<file path="src/rtl/seg_pkg.sv">
// Shared codes and active-low glyphs for the seven-segment display path.
package seg_pkg;

  typedef enum logic [1:0] {
    SLOT0 = 2'd0,
    SLOT1 = 2'd1,
    SLOT2 = 2'd2,
    SLOT3 = 2'd3
  } slot_t;

  localparam logic [3:0] CODE_BLANK = 4'hA;
  localparam logic [3:0] CODE_DASH  = 4'hB;

  // Segment order {g,f,e,d,c,b,a}, active-low.
  localparam logic [6:0] SEG_0    = 7'b1000000;
  localparam logic [6:0] SEG_1    = 7'b1111001;
  localparam logic [6:0] SEG_2    = 7'b0100100;
  localparam logic [6:0] SEG_3    = 7'b0110000;
  localparam logic [6:0] SEG_4    = 7'b0011001;
  localparam logic [6:0] SEG_5    = 7'b0010010;
  localparam logic [6:0] SEG_6    = 7'b0000010;
  localparam logic [6:0] SEG_7    = 7'b1111000;
  localparam logic [6:0] SEG_8    = 7'b0000000;
  localparam logic [6:0] SEG_9    = 7'b0010000;
  localparam logic [6:0] SEG_DASH = 7'b0111111;
  localparam logic [6:0] SEG_OFF  = 7'b1111111;

endpackage

</file>
<file path="src/rtl/seg_decode.sv">
// Combinational digit code to active-low glyph.
// code: 4-bit digit code; seg: {g,f,e,d,c,b,a}, active-low.
module seg_decode
  import seg_pkg::*;
(
  input  logic [3:0] code,
  output logic [6:0] seg
);

  always_comb begin
    seg = SEG_OFF;
    case (code)
      4'd0:      seg = SEG_0;
      4'd1:      seg = SEG_1;
      4'd2:      seg = SEG_2;
      4'd3:      seg = SEG_3;
      4'd4:      seg = SEG_4;
      4'd5:      seg = SEG_5;
      4'd6:      seg = SEG_6;
      4'd7:      seg = SEG_7;
      4'd8:      seg = SEG_8;
      4'd9:      seg = SEG_9;
      CODE_DASH: seg = SEG_DASH;
      default:   seg = SEG_OFF;
    endcase
  end

endmodule

</file>
<file path="src/rtl/seven_seg_driver.sv">
// Time-multiplexed 4-digit common-anode seven-segment driver.
// nums/blink_mask/dp_mask are captured at frame boundaries only.
// digit: active-low anodes; display: {g,f,e,d,c,b,a} active-low; dp active-low.
module seven_seg_driver
  import seg_pkg::*;
#(
  parameter int unsigned SCAN_DIV     = 100000,
  parameter int unsigned GUARD        = 16,
  parameter int unsigned BLINK_FRAMES = 125
) (
  input  logic        clk,
  input  logic        rst_n,
  input  logic [15:0] nums,
  input  logic [3:0]  blink_mask,
  input  logic [3:0]  dp_mask,
  output logic [3:0]  digit,
  output logic [6:0]  display,
  output logic        dp
);

  localparam int unsigned DIV_W = (SCAN_DIV > 1) ? $clog2(SCAN_DIV) : 1;
  localparam int unsigned FRM_W = (BLINK_FRAMES > 1) ? $clog2(BLINK_FRAMES) : 1;

  logic [DIV_W-1:0] div_cnt;
  slot_t            slot;
  logic [FRM_W-1:0] frame_cnt;
  logic             blink_phase;

  logic [15:0] sh_nums;
  logic [3:0]  sh_blink;
  logic [3:0]  sh_dp;

  logic       slot_end;
  logic       frame_end;
  logic       frame_wrap;
  logic       dark;
  logic [3:0] cur_code;
  logic [6:0] cur_glyph;

  assign slot_end   = (div_cnt == DIV_W'(SCAN_DIV - 1));
  assign frame_end  = slot_end && (slot == SLOT3);
  assign frame_wrap = (frame_cnt == FRM_W'(BLINK_FRAMES - 1));

  always_comb begin
    cur_code = sh_nums[3:0];
    case (slot)
      SLOT0: cur_code = sh_nums[3:0];
      SLOT1: cur_code = sh_nums[7:4];
      SLOT2: cur_code = sh_nums[11:8];
      SLOT3: cur_code = sh_nums[15:12];
      default: cur_code = sh_nums[3:0];
    endcase
  end

  always_comb begin
    dark = (div_cnt < DIV_W'(GUARD)) || (sh_blink[slot] && blink_phase);
  end

  seg_decode u_decode (
    .code (cur_code),
    .seg  (cur_glyph)
  );

  always_ff @(posedge clk or negedge rst_n) begin
    if (!rst_n) begin
      div_cnt     <= '0;
      slot        <= SLOT0;
      frame_cnt   <= '0;
      blink_phase <= 1'b0;
    end else begin
      div_cnt <= slot_end ? '0 : div_cnt + 1'b1;
      if (slot_end) slot <= slot_t'(slot + 2'd1);
      if (frame_end) begin
        frame_cnt <= frame_wrap ? '0 : frame_cnt + 1'b1;
        if (frame_wrap) blink_phase <= ~blink_phase;
      end
    end
  end

  always_ff @(posedge clk or negedge rst_n) begin
    if (!rst_n) begin
      sh_nums  <= {4{CODE_BLANK}};
      sh_blink <= '0;
      sh_dp    <= '0;
    end else if (frame_end) begin
      sh_nums  <= nums;
      sh_blink <= blink_mask;
      sh_dp    <= dp_mask;
    end
  end

  always_ff @(posedge clk or negedge rst_n) begin
    if (!rst_n) begin
      digit   <= '1;
      display <= SEG_OFF;
      dp      <= 1'b1;
    end else if (dark) begin
      digit   <= '1;
      display <= SEG_OFF;
      dp      <= 1'b1;
    end else begin
      digit   <= ~(4'b0001 << slot);
      display <= cur_glyph;
      dp      <= ~sh_dp[slot];
    end
  end

endmodule

</file>
<file path="config.mk">
export PLATFORM = sky130hd
export DESIGN_NAME = seven_seg_driver
export DESIGN_NICKNAME = d
export VERILOG_FILES = /design/src/rtl/seg_pkg.sv /design/src/rtl/seg_decode.sv /design/src/rtl/seven_seg_driver.sv
export SDC_FILE = /design/constraint.sdc
export NUM_CORES = 1
export LEC_CHECK = 0
export ABC_AREA = 1
export BUFFER_PORTS_ARGS = -buffer_cell sky130_fd_sc_hd__buf_2
export CAP_MARGIN = 5
export CORE_UTILIZATION = 33
export CTS_CLUSTER_SIZE = 30
export DETAILED_ROUTE_END_ITERATION = 8
export GPL_TIMING_DRIVEN = 0
export PLACE_DENSITY = 0.5
export SLEW_MARGIN = 15
export SYNTH_ARGS = -nofsm -noshare
export SYNTH_HDL_FRONTEND = slang
export SYNTH_SLANG_ARGS = --single-unit
</file>
<file path="constraint.sdc">
create_clock -name clk -period 3.2 [get_ports clk]
set_input_delay 0.32 -clock clk [delete_from_list [all_inputs] [get_ports clk]]
set_output_delay 0.32 -clock clk [all_outputs]
set_load 0.05 [all_outputs]
</file>
* After elaboration in Yosys (flattened, before gate mapping)
Memories as Yosys holds them, arrays and structs flattened.
Cells that the tools add are included.
** Word-level totals
- Logic and storage cells :: 40
- Register bits :: 63
- Memories kept :: 1
- Bits of input ports :: 26
- Memory bits (read-only) :: 112
** Memories
- (no name shown) :: words 16, bits a word 7, read ports 1, clocked after Yosys merged registers in 0, wr ports 0, line seg_decode.sv:12 : case (code)
** Cells by class
- Muxes and demuxes :: 10
- $add $sub $neg :: 3
- Equal/unequal tests :: 5
- Bitwise operators :: 3
- Shift-type cells :: 1
- Reduce and logical (&&, ||, !) cells :: 5
- Order comparisons :: 2
** Operators by type and width (number)
- $add A17 B1 Y17 const B :: 1
- $eq A17 B17 Y1 const B :: 1
- $lt A17 B5 Y1 const B :: 1
- $mux W17 :: 1
- $pmux W4 S4 :: 1
- $mux W7 :: 2
- $add A7 B1 Y7 const B :: 1
- $eq A7 B7 Y1 const B :: 1
- $bmux W1 S2 :: 2
- $eq A2 B2 Y1 const B :: 2
- $mux W4 :: 1
- $not A4 Y4 :: 1
- $shl A1 B2 Y4 const A :: 1
- $lt A2 B3 Y1 const B :: 1
- $mux W1 :: 3
- $add A2 B1 Y2 const B :: 1
- $eq A2 B1 Y1 const B :: 1
- $logic_and A1 B1 Y1 :: 2
- $logic_not A2 Y1 :: 1
- $not A1 Y1 :: 2
- $reduce_and A2 Y1 :: 1
- $logic_or A1 B1 Y1 :: 1

* Longest topological paths before layout
- Word-level depth :: 5
- Gate-level depth with buffers :: 13

* Hierarchy
Synthesis repeated with hierarchy kept, for this count alone.
** Second synthesis, totals
- Cell total of the unflattened synthesis :: 429
- Area, all modules :: 3424.5 um^2
** Modules (own cells, without submodules)
- seven_seg_driver :: area an instance 3218.1 um^2, cells an instance 392, instances 1
- seg_decode :: area an instance 206.4 um^2, cells an instance 37, instances 1

* Worst setup path before layout
Ideal clock, no wire load.
- Path type :: register to register
- From :: register slot[0]
- To :: register display[5]
- Cell stages (with the launch flop) :: 12
- Path slack :: 1.136 ns
- Buffers on the path :: 1
- Data arrival time :: 1.967 ns
- Cell sequence :: dfrtp_1 ha_1 buf_2 inv_1 o21ai_0 o21ai_1 inv_1 ha_1 inv_1 nand3_1 nand3_1 nand3_1
** Between the ends
- Cells in the longest elaborated chain, start to end :: 5
- Elaborated cells between the ends (all ways) :: 11
- Classes of those cells :: eq/ne: 3; mux: 4; reduce/logical: 3; memory: 1
** RTL lines
- start, declared :: line seven_seg_driver.sv:25 : slot_t slot;
- start signal, assigned :: line seven_seg_driver.sv:72 : if (slot_end) slot <= slot_t'(slot + 2'd1);
- branches (longest 4 deep; another with $mem_v2 Z16 W7)
- $mux W7 * :: line seven_seg_driver.sv:97 : end else if (dark) begin
- end signal, assigned :: line seven_seg_driver.sv:103 : display <= cur_glyph;
- end, declared :: line seven_seg_driver.sv:17 : output logic [6:0] display,
Mark *: on every way between the ends. The select of a mux whose other input is x is not followed.
A chain may end at the register's enable or synchronous reset.

* Worst setup path in the final report
Same ends and word-level chain as after synthesis.

==> flow_summary.toml <==
[sta]
period_share = 0.7757
setup_repair_after_global_routing_missed_its_margin = "false"
setup-tns-final_ns = 0
max_freq_mhz = 402.9
setup_violations = 0
max_slew.worst_pin.slew_ns = 0.9504
fin_crit_ns = 2.482
hold_viol_final = 0
timing.slew.headroom = 0.3615
worst_slack_ns = 0.7179
hold_slack_ns = 0.1660
drv_slew = 0
finClkSkew_ns = 0.004312

[worst_setup_path]
critical_path.startpoint = "slot[0]"
timing.critical_path.cells = "ha_1 > buf_2 > inv_1 > o21ai_0 > o21ai_1 > inv_1 > ha_1 > inv_1 > nand3_1 > nand3_1 > nand3_1"
crit_path_top_delay_cell = "dfrtp_1"
timing.critical_path.from_type = "flop"
slowest_delay_ns = 0.47
worst_ep_required_time_ns = 3.44
worst_r2r_setup_slack_ns = 0.72
timing.critical_path.arrival_ns = 2.73
timing.critical_path.to = "display[5]"
regToRegEndpoint = "display[5]"
worst_setup_path_end_kind = "flop"
r2r-start = "slot[0]"
critical_path_maximum_fanout = 9
reg2regPathDepth = 11
critPathKind = "flop to flop"

[layout]
final_cell_mix = "nand2_1 (154), inv_1 (51), dfrtp_1 (43)"
syn_to_final_growth_pct = 17.78
layout_commonest_cell = "nand2_1"
final-instance-count-excl-fill = 614
layout-drive-gt1-share = 0.1871
fill_cells = 1023
finalNetCount = 516
diodes = 0

[cts]
post-cts-setup-buffer-count = 0
tritoncts = "built"
tritoncts.num_buffers = 9
root_buffer = "clkbuf_8"
cts_num_sinks = 63
cts-resized-gates = 0
htree_num_levels = 3
cts_buffer_depth = 2
clk_pin_slew_worst_paths_ns = 0.07
clock_insertion_delay_worst_skew_ns = 0.34

[floorplan]
floorplan.die.height_um = 102.5
design.portCount = 38
fp.dieArea_um2 = 10510
core-area_um2 = 9774
floorplan.die.width_um = 102.5
floorplan.initialDensity = 0.3413
fp_rows = 36

[yosys]
postSynth.asyncResetShare = 1.000
synth_compound_gate_area_share = 0.05439
synthSimpleGateAreaFrac = 0.3170
post_synth_mux_area_share = 0
synth-xor-area-share = 0.02101
mappedNetlistArea_um2 = 3336
main_combinational_cell_family_by_area_after_synthesis = "simple AND/OR/NAND/NOR gates"
number_of_synthesized_flops_with_an_enable_pin = 0
syn_inst = 426
dominantRegCellSynth = "dfrtp_1"
synth_cell_types = 29
synth_fa_ha_area_frac = 0.05251
syn_nets = 466
synth.ff_latch_count = 63
yosysSeqAreaShare = 0.4801
yosysWarnings = 0
synth_area_per_cell_um2 = 7.830

[global_routing]
maximum_number_of_pins_on_one_net_before_global_route_repair = 42
gr-usage-all-layers = 0.1503
antenna_found_initial = 0
grt.overflow.total = 0
first_global_vias = 2548
wire_length_of_the_first_global_routing_pass_um = 12010

[outcome]
run_status = "complete, no violations"

[routing]
detail-route-antenna-nets = 0
drc = 0
wl_met1_um = 3732
highest_routed_layer = "met4"
met2WireLength_um = 3029
met3_wirelength_um = 213
detail_route.first_pass.iterations = 4
route.final.wire_length_um = 7064
detailedRoute.firstIterationViolations = 93
avgViaCountPerCell = 4.393
wire_per_inst_um = 11.50
vias = 2697

[placement]
finalWeightedCongestion = 0.8087
place_inst = 597
port_buffers = 37
detailed_place_hpwl_um = 5237
post-place-ws_ns = 0.7118

[flow_run]
max-cap-violations = 0

[pwr]
total_power_uw = 1557
power-per-cell-area_nw_per_um2 = 396.4
ir_drop_mv = 0.2214
leakage_uw = 0.001920

[worst_hold_path]
hold_path_depth = 3
hold_path.class = "input pin to flop"
flip-flops by register name, summed over array words and instances, names as in the netlist:
| signal | cells |
|---|---|
| blink_phase | 1 |
| dp | 1 |
| frame_cnt | 7 |
| slot | 2 |
| div_cnt | 17 |
| sh_nums | 16 |
| sh_dp | 4 |
| digit | 4 |
| sh_blink | 4 |
| display | 7 |
synth_stat cells, types with 6 or more instances:
master / n / area share
nor2_1: 39 / 0.044
xor2_1: 6 / 0.016
nand2_1: 154 / 0.17
o21ai_1: 12 / 0.018
nor3_1: 9 / 0.014
o21ai_0: 15 / 0.023
ha_1: 14 / 0.053
dfrtp_1: 43 / 0.32
nand4_1: 7 / 0.013
nand3_1: 26 / 0.039
dfstp_2: 20 / 0.16
inv_1: 51 / 0.057
how the worst min path moves through the flow:
stage                     from     endpoint  slack (ns)
floorplan                rst_n  blink_phase        0.02
global placement    div_cnt[0]   div_cnt[0]        0.45
detailed placement       rst_n   div_cnt[9]        0.23
CTS                    nums[5]   sh_nums[5]        0.16
global route           nums[7]   sh_nums[7]        0.17
finish                 nums[5]   sh_nums[5]        0.17
metrics by stage:
stage                 util  cell area, um2
floorplan                -            3336
global route        0.4019            3929
finish              0.4019            3929
global placement    0.3772            3687
detailed placement  0.3795            3710
CTS                 0.4019            3929
critical path, delay by kind of cell, from the launching register on:
family / cells / cell delay [ns]
buffers and inverters: 4 / 0.62
adders and majority gates: 2 / 0.46
AOI/OAI and AO/OA: 2 / 0.59
DFF: 1 / 0.47
and+or+nand+nor: 3 / 0.26
layout make-up:
cell class / instances / area (um2) / area share
buffer: 7 / 47.55 / 0.01210
clock buffer: 13 / 168.9 / 0.04299
clock inverter: 3 / 40.04 / 0.01019
inverter: 54 / 202.7 / 0.05159
multi-input combinational: 302 / 1484 / 0.3777
sequential: 63 / 1602 / 0.4076
tap: 133 / 166.4 / 0.04236
timing repair buffer: 39 / 217.7 / 0.05541
cells by family (layout without fill, tap and decap cells):
logic type | after synthesis | after routing
AND/OR/NAND/NOR | 245 | 245
flip-flops | 63 | 63
buffers and inverters | 61 | 116
AO/OA/AOI/OAI | 35 | 35
adder cells (fa/ha/maj) | 14 | 14
XOR/XNOR | 8 | 8
what timing repair did:
item                                    4_1_cts  5_1_grt
endpoints found under the setup margin        0        0
hold endpoints to repair                      9        0
hold buffers                                  1        0
power by group:
part / switching, uW / internal, uW
clock: 305 / 421
combinational: 19.8 / 14.2
sequential: 0 / 798
total: 324 / 1230
layer usage:
layer,global-route usage,vias to the layer above
met4,0.04615,0
met1,0.2137,1222
met2,0.2236,39
met3,0.03864,10
li1,-,1426
met5,0,-
(Power assumes the default switching activity.)
